File: src/rtl/load_pkg.sv
// -----------------------------------------------------------------------------
// load_pkg
// Shared definitions for the MEM-stage load/store lane logic: FSM state
// encoding for the load aligner, access-size encoding (also used by the store
// byte-enable block) and load error codes.
// -----------------------------------------------------------------------------
package load_pkg;

    typedef enum logic [1:0] {
        IDLE = 2'b00,
        WAIT = 2'b01,
        DONE = 2'b10
    } state_e;

    // Access size encoding, shared with the store byte-enable path.
    localparam logic [1:0] SZ_WORD = 2'b00;
    localparam logic [1:0] SZ_HALF = 2'b01;
    localparam logic [1:0] SZ_BYTE = 2'b10;
    localparam logic [1:0] SZ_ILL  = 2'b11;

    // Load completion status.
    localparam logic [1:0] ERR_NONE    = 2'b00;
    localparam logic [1:0] ERR_ALIGN   = 2'b01;
    localparam logic [1:0] ERR_TIMEOUT = 2'b10;

    // True when the access cannot be served from a single aligned word,
    // or when the size code is the reserved one.
    function automatic logic is_misaligned(input logic [1:0] word,
                                           input logic [1:0] low_addr);
        case (word)
            SZ_WORD: return (low_addr != 2'b00);
            SZ_HALF: return low_addr[0];
            SZ_BYTE: return 1'b0;
            default: return 1'b1;
        endcase
    endfunction

endpackage

File: src/rtl/load_extract.sv
// -----------------------------------------------------------------------------
// load_extract
// Combinational lane selector: picks the addressed byte/halfword/word out of a
// little-endian read word and sign- or zero-extends it to 32 bits.
// Ports:
//   mem_data  in  32  raw read word (lane0 = [7:0])
//   low_addr  in  2   address bits [1:0]
//   word      in  2   access size (SZ_WORD/SZ_HALF/SZ_BYTE)
//   zero_ext  in  1   1 = zero-extend, 0 = sign-extend (ignored for words)
//   ext_data  out 32  extended result
// -----------------------------------------------------------------------------
module load_extract
    import load_pkg::*;
(
    input  logic [31:0] mem_data,
    input  logic [1:0]  low_addr,
    input  logic [1:0]  word,
    input  logic        zero_ext,
    output logic [31:0] ext_data
);

    logic [7:0]  byte_lane;
    logic [15:0] half_lane;

    always_comb begin
        // NOTE: every signal written in a combinational block gets a value on
        // every path (defaults first), otherwise synthesis infers a latch.
        byte_lane = mem_data[7:0];
        case (low_addr)
            2'b01:   byte_lane = mem_data[15:8];
            2'b10:   byte_lane = mem_data[23:16];
            2'b11:   byte_lane = mem_data[31:24];
            default: byte_lane = mem_data[7:0];
        endcase

        half_lane = low_addr[1] ? mem_data[31:16] : mem_data[15:0];

        ext_data = mem_data;
        case (word)
            SZ_BYTE: ext_data = zero_ext ? {24'b0, byte_lane}
                                         : {{24{byte_lane[7]}}, byte_lane};
            SZ_HALF: ext_data = zero_ext ? {16'b0, half_lane}
                                         : {{16{half_lane[15]}}, half_lane};
            default: ext_data = mem_data;
        endcase
    end

endmodule

File: src/rtl/load_align.sv
// -----------------------------------------------------------------------------
// load_align
// MEM-stage load aligner. Accepts a load request, strobes the data memory,
// waits (bounded) for read data, extracts and extends the addressed lane and
// holds the result for WB under a valid/ready handshake.
// Ports:
//   clk        in   1   clock, rising edge
//   rst        in   1   synchronous active-high reset
//   ReqValid   in   1   load request present
//   ReqReady   out  1   request accepted when ReqValid & ReqReady
//   LowAddr    in   2   address bits [1:0]
//   Word       in   2   size code (00 word, 01 half, 10 byte, 11 illegal)
//   Unsigned   in   1   1 = zero-extend, 0 = sign-extend
//   MemRd      out  1   one-cycle read strobe
//   MemValid   in   1   read data valid
//   MemData    in   32  read word
//   LoadValid  out  1   result valid, held until LoadReady
//   LoadReady  in   1   WB consumes result
//   LoadData   out  32  extended load result
//   ErrCode    out  2   00 ok, 01 misaligned/illegal, 10 timeout
// -----------------------------------------------------------------------------
module load_align
    import load_pkg::*;
#(
    parameter int TIMEOUT = 16,
    parameter int CNT_W   = 5
) (
    input  logic        clk,
    input  logic        rst,
    input  logic        ReqValid,
    output logic        ReqReady,
    input  logic [1:0]  LowAddr,
    input  logic [1:0]  Word,
    input  logic        Unsigned,
    output logic        MemRd,
    input  logic        MemValid,
    input  logic [31:0] MemData,
    output logic        LoadValid,
    input  logic        LoadReady,
    output logic [31:0] LoadData,
    output logic [1:0]  ErrCode
);

    state_e           state_q, state_d;
    logic [CNT_W-1:0] cnt_q, cnt_d;
    logic [1:0]       addr_q, addr_d;
    logic [1:0]       word_q, word_d;
    logic             uns_q, uns_d;
    logic [31:0]      data_q, data_d;
    logic [1:0]       err_q, err_d;
    logic             mem_rd_q, mem_rd_d;

    logic [31:0]      extracted;
    logic             accept;
    logic             wait_last;

    // Extraction works on the latched request; MemData is only sampled in WAIT.
    load_extract u_extract (
        .mem_data (MemData),
        .low_addr (addr_q),
        .word     (word_q),
        .zero_ext (uns_q),
        .ext_data (extracted)
    );

    // A request can be taken while the previous result is being retired,
    // giving back-to-back loads without an IDLE bubble.
    assign ReqReady  = !rst && (state_q == IDLE || (state_q == DONE && LoadReady));
    assign accept    = ReqValid && ReqReady;
    assign wait_last = (cnt_q == CNT_W'(TIMEOUT - 1));

    always_comb begin
        state_d  = state_q;
        cnt_d    = cnt_q;
        addr_d   = addr_q;
        word_d   = word_q;
        uns_d    = uns_q;
        data_d   = data_q;
        err_d    = err_q;
        mem_rd_d = 1'b0;

        case (state_q)
            IDLE, DONE: begin
                if (state_q == DONE && LoadReady && !accept) begin
                    state_d = IDLE;
                end
                if (accept) begin
                    addr_d = LowAddr;
                    word_d = Word;
                    uns_d  = Unsigned;
                    if (is_misaligned(Word, LowAddr)) begin
                        // Rejected without touching memory.
                        state_d = DONE;
                        err_d   = ERR_ALIGN;
                        data_d  = '0;
                    end else begin
                        state_d  = WAIT;
                        cnt_d    = '0;
                        mem_rd_d = 1'b1;
                    end
                end
            end

            WAIT: begin
                // Data arriving on the last permitted cycle still wins.
                if (MemValid) begin
                    state_d = DONE;
                    data_d  = extracted;
                    err_d   = ERR_NONE;
                end else if (wait_last) begin
                    state_d = DONE;
                    data_d  = '0;
                    err_d   = ERR_TIMEOUT;
                end else begin
                    cnt_d = cnt_q + CNT_W'(1);
                end
            end

            default: state_d = IDLE;
        endcase
    end

    always_ff @(posedge clk) begin
        // NOTE: state registers use non-blocking assignments so every flop
        // samples the pre-edge values, independent of statement order.
        if (rst) begin
            state_q  <= IDLE;
            cnt_q    <= '0;
            addr_q   <= '0;
            word_q   <= SZ_WORD;
            uns_q    <= 1'b0;
            data_q   <= '0;
            err_q    <= ERR_NONE;
            mem_rd_q <= 1'b0;
        end else begin
            state_q  <= state_d;
            cnt_q    <= cnt_d;
            addr_q   <= addr_d;
            word_q   <= word_d;
            uns_q    <= uns_d;
            data_q   <= data_d;
            err_q    <= err_d;
            mem_rd_q <= mem_rd_d;
        end
    end

    assign MemRd     = mem_rd_q;
    assign LoadValid = (state_q == DONE);
    assign LoadData  = data_q;
    assign ErrCode   = err_q;

endmodule
File: config.mk
export PLATFORM = sky130hd
export DESIGN_NAME = load_align
export DESIGN_NICKNAME = d
export VERILOG_FILES = /design/src/rtl/load_pkg.sv /design/src/rtl/load_extract.sv /design/src/rtl/load_align.sv
export SDC_FILE = /design/constraint.sdc
export NUM_CORES = 1
export LEC_CHECK = 0
export CORE_ASPECT_RATIO = 1.5
export CORE_MARGIN = 10
export CORE_UTILIZATION = 35
export DETAILED_ROUTE_END_ITERATION = 16
export SLEW_MARGIN = 15
export SYNTH_ARGS = -nofsm -noshare
export SYNTH_HDL_FRONTEND = slang
export SYNTH_HIERARCHICAL = 1
export SYNTH_SLANG_ARGS = --single-unit
File: constraint.sdc
create_clock -name clk -period 2 [get_ports clk]
set_clock_uncertainty 0.05 [all_clocks]
set_input_delay 0.2 -clock clk [delete_from_list [all_inputs] [get_ports clk]]
set_output_delay 0.2 -clock clk [all_outputs]
set_load 0.02 [all_outputs]
==> results of run 1 <==
-- final cells by class --
class	instances	area [um2]
clock buffers	6	82.6
clock inverters	2	35.0
fillers	682	3500
inverters	7	26.3
multi-input cells	198	1460
flip-flops and latches	47	941
well taps	100	125
repair buffers	101	1010
-- registers in the layout (all words and copies together), names as in the netlist --
register and flops:
LoadData 32, cnt_q 5, ErrCode 2, addr_q 2, state_q 2, word_q 2, MemRd 1, uns_q 1
-- placed cells by master, fill, tap and decap left out, types with 2 or more instances in the layout --
master           netlist  final
clkbuf_8               0      6
a21oi_2               11     11
nand2b_1               5      5
nor3_1                 6      6
a21oi_1               23     23
or3b_2                 3      3
a22o_1                32     32
a22oi_1                7      7
mux2i_1                9      9
a311oi_1               2      2
a21oi_4                1      2
nor2_1                13     13
buf_12                 1      4
buf_4                  0     18
ha_1                   4      3
clkdlybuf4s50_1        0     77
o22ai_1                5      5
nand2_1               20     20
inv_1                  7      7
nor2b_1               15     15
dfxtp_1               47     47
mux2_2                 7      7
o21ai_0                2      2
o2bb2ai_1              7      7
-- cell families (layout without fill, tap and decap cells) --
family | after synthesis | count (layout) | synth area share, %
AOI/OAI and AO/OA | 100 | 101 | 30.5
DFF | 47 | 47 | 36.6
and+or+nand+nor | 74 | 74 | 15.5
xor gates and xnor gates | 2 | 2 | 0.682
buffers and inverters | 32 | 116 | 7.60
muxes | 17 | 17 | 7.16
adders and majority gates | 4 | 4 | 1.95
-- path summary, 6_finish.rpt --
path,endpoint,slack (ns),depth (start not counted)
worst max register to register,LoadData[14],0.16,8
worst max-delay path,LoadData[14],0.16,8
worst min-delay path,LoadData[25],0.43,1
worst min register to register,LoadData[25],0.43,1
-- power by group --
group          total, W  internal, W  switching (W)  leakage (nW)
clock network  0.000727     0.000405       0.000322        0.0612
registers       0.00103     0.000991      0.0000372         0.381
logic          0.000769     0.000386       0.000383         0.964
-- layer usage --
metal  vias to the layer above  share of wire, %  global-route usage, %
met3                         6               5.5                   4.49
met2                        49                53                   25.6
met1                      1104                40                   14.9
met4                         0               1.2                   4.23
met5                         -                 0                      0
li1                       1182                 -                      -
-- what timing repair did --
item	in CTS	in global routing
resized for setup	2	3
endpoints found under the setup margin	32	33
setup buffers	0	2
cloned	1	0
-- metrics by stage --
stage / cell area [um2] / worst slack [ns] / setup TNS (ns) / total power (W)
after global routing: 3680 / 0.0458 / 0 / 0.00266
after global placement: 3500 / -0.129 / -4.02 / 0.00178
after floorplan: 2570 / 0.179 / 0 / 0.00150
after CTS: 3630 / 0.0112 / 0 / 0.00253
final: 3680 / 0.162 / 0 / 0.00253
after detailed placement: 3500 / -0.150 / -4.63 / 0.00178
==> flow_summary.yaml, run 1 <==
logic_synthesis:
  synth_seq_area_share_pct: 36.6
  async_reset_ff_share_pct: 0
  avgSynthCellArea_um2: 9.31
  synth_top_area_share_pct: 36.6
  syn_area_um2: 2570
  yosys.area.top_type: "dfxtp_1"
  yosys_warnings: 6
  synth_fp_nets: 322
  yosys.cell_count.top_type: "dfxtp_1"
  synth_top_flop_cell: "dfxtp_1"
  synth_seq_cells: 47
  synth_cells: 276
  yosysUniqueCellTypes: 49
  netlist_top_cells_count: "dfxtp_1, a22o_1, a21oi_1, nand2_1, nor2b_1"
  synth_area_leaders: "dfxtp_1, a22o_1, a21oi_1"
  synth-edff-count: 0
placement:
  dpl.cell_count: 450
  port-buffer-count: 78
  routabilityCongestion: 0.798
  dp_hpwl_um: 5890
route:
  wl_per_cell_um: 17.2
  ant_nets: 0
  drc: 0
  dr.pass1.iters: 4
  vias_per_cell: 5.08
  wl_um: 7930
  route.vias.total: 2341
  drt-initial-drc-count: 188
global_routing:
  grt_max_degree: 33
  grt_pass1_wl_um: 12900
  antenna_found_initial: 0
  first_global_vias: 2451
  grt_util_all_layers_pct: 14.0
  grt_overflow: 0
hold_path:
  hp-start: "LoadData[25]"
  hp-class: "flop to flop"
clock_network:
  cts_sinks: 47
  cts_buffers: 5
  cts.clk_slew.worst_paths_ns: 0.09
  clock_latency_ns: 0.30
  clockBufferDepth: 2
  postCtsHoldBufs: 0
  cts-htree-levels: 2
  cts_tree: "done"
  cts-root-buf: "clkbuf_8"
timing:
  slew-limit-headroom_pct: 50.4
  worst_hold_slack_ns: 0.432
  rsz0062_at_grt: "no"
  period_minus_slack_ns: 1.84
  setup_viol: 0
  worst_pin_slew_ns: 0.745
  drv_slew: 0
  hold_violations: 0
  max_freq_mhz: 544
  period_share_pct: 91.9
setup_path:
  start_kind: "flop"
  crit_type: "flop to flop"
  max_stage_delay_ns: 0.35
  cp.required_ns: 2.15
  arrival_ns: 1.99
  critPathCaptureType: "flop"
  cp_max_fo: 16
  cp_cell_sequence: "ha_1, and3_1, ha_1, nor2_1, o21bai_2, a21oi_4, buf_12, a22o_1"
  path_delay_family: "compound AO/OA/AOI/OAI gates"
  crit_start: "cnt_q[1]"
  r2r-start: "cnt_q[1]"
  crit_path_top_delay_cell: "dfxtp_1"
  path_common_cell: "ha_1"
  crit_buf_inv: 1
floorplan:
  initial_utilization_pct: 35.8
  die_area_um2: 11200
  die_w_um: 90.0
  fp-row-count: 38
  coreArea_um2: 7180
  die_y_um: 125
  io_pins: 79
run:
  max_cap_viol_count: 0
cells_and_area:
  drive_gt1_share_pct: 17.2
  fin_util_pct: 51.3
  syn2layout_area_growth_pct: 43.3
  final_nets: 406
  antennaDiodeCount: 0
  final_cell_count_no_fill: 461
power:
  vdd_drop_max_mv: 0.413
  powerDensity_nw_per_um2: 686
  p_leak_nw: 1.41
status:
  status: "completed"
Note: power is estimated with default switching activity, not from simulation.
==> run 2, diff against run 1 <==
--- a/config.mk
+++ b/config.mk
@@ -5,6 +5,7 @@
 export SDC_FILE = /design/constraint.sdc
 export NUM_CORES = 1
 export LEC_CHECK = 0
+export ABC_CLOCK_PERIOD_IN_PS = 2000
 export CORE_ASPECT_RATIO = 1.5
 export CORE_MARGIN = 10
 export CORE_UTILIZATION = 35
==> results of run 2 <==
Same layout as run 1: the final DEF is identical, and so are final timing and power.
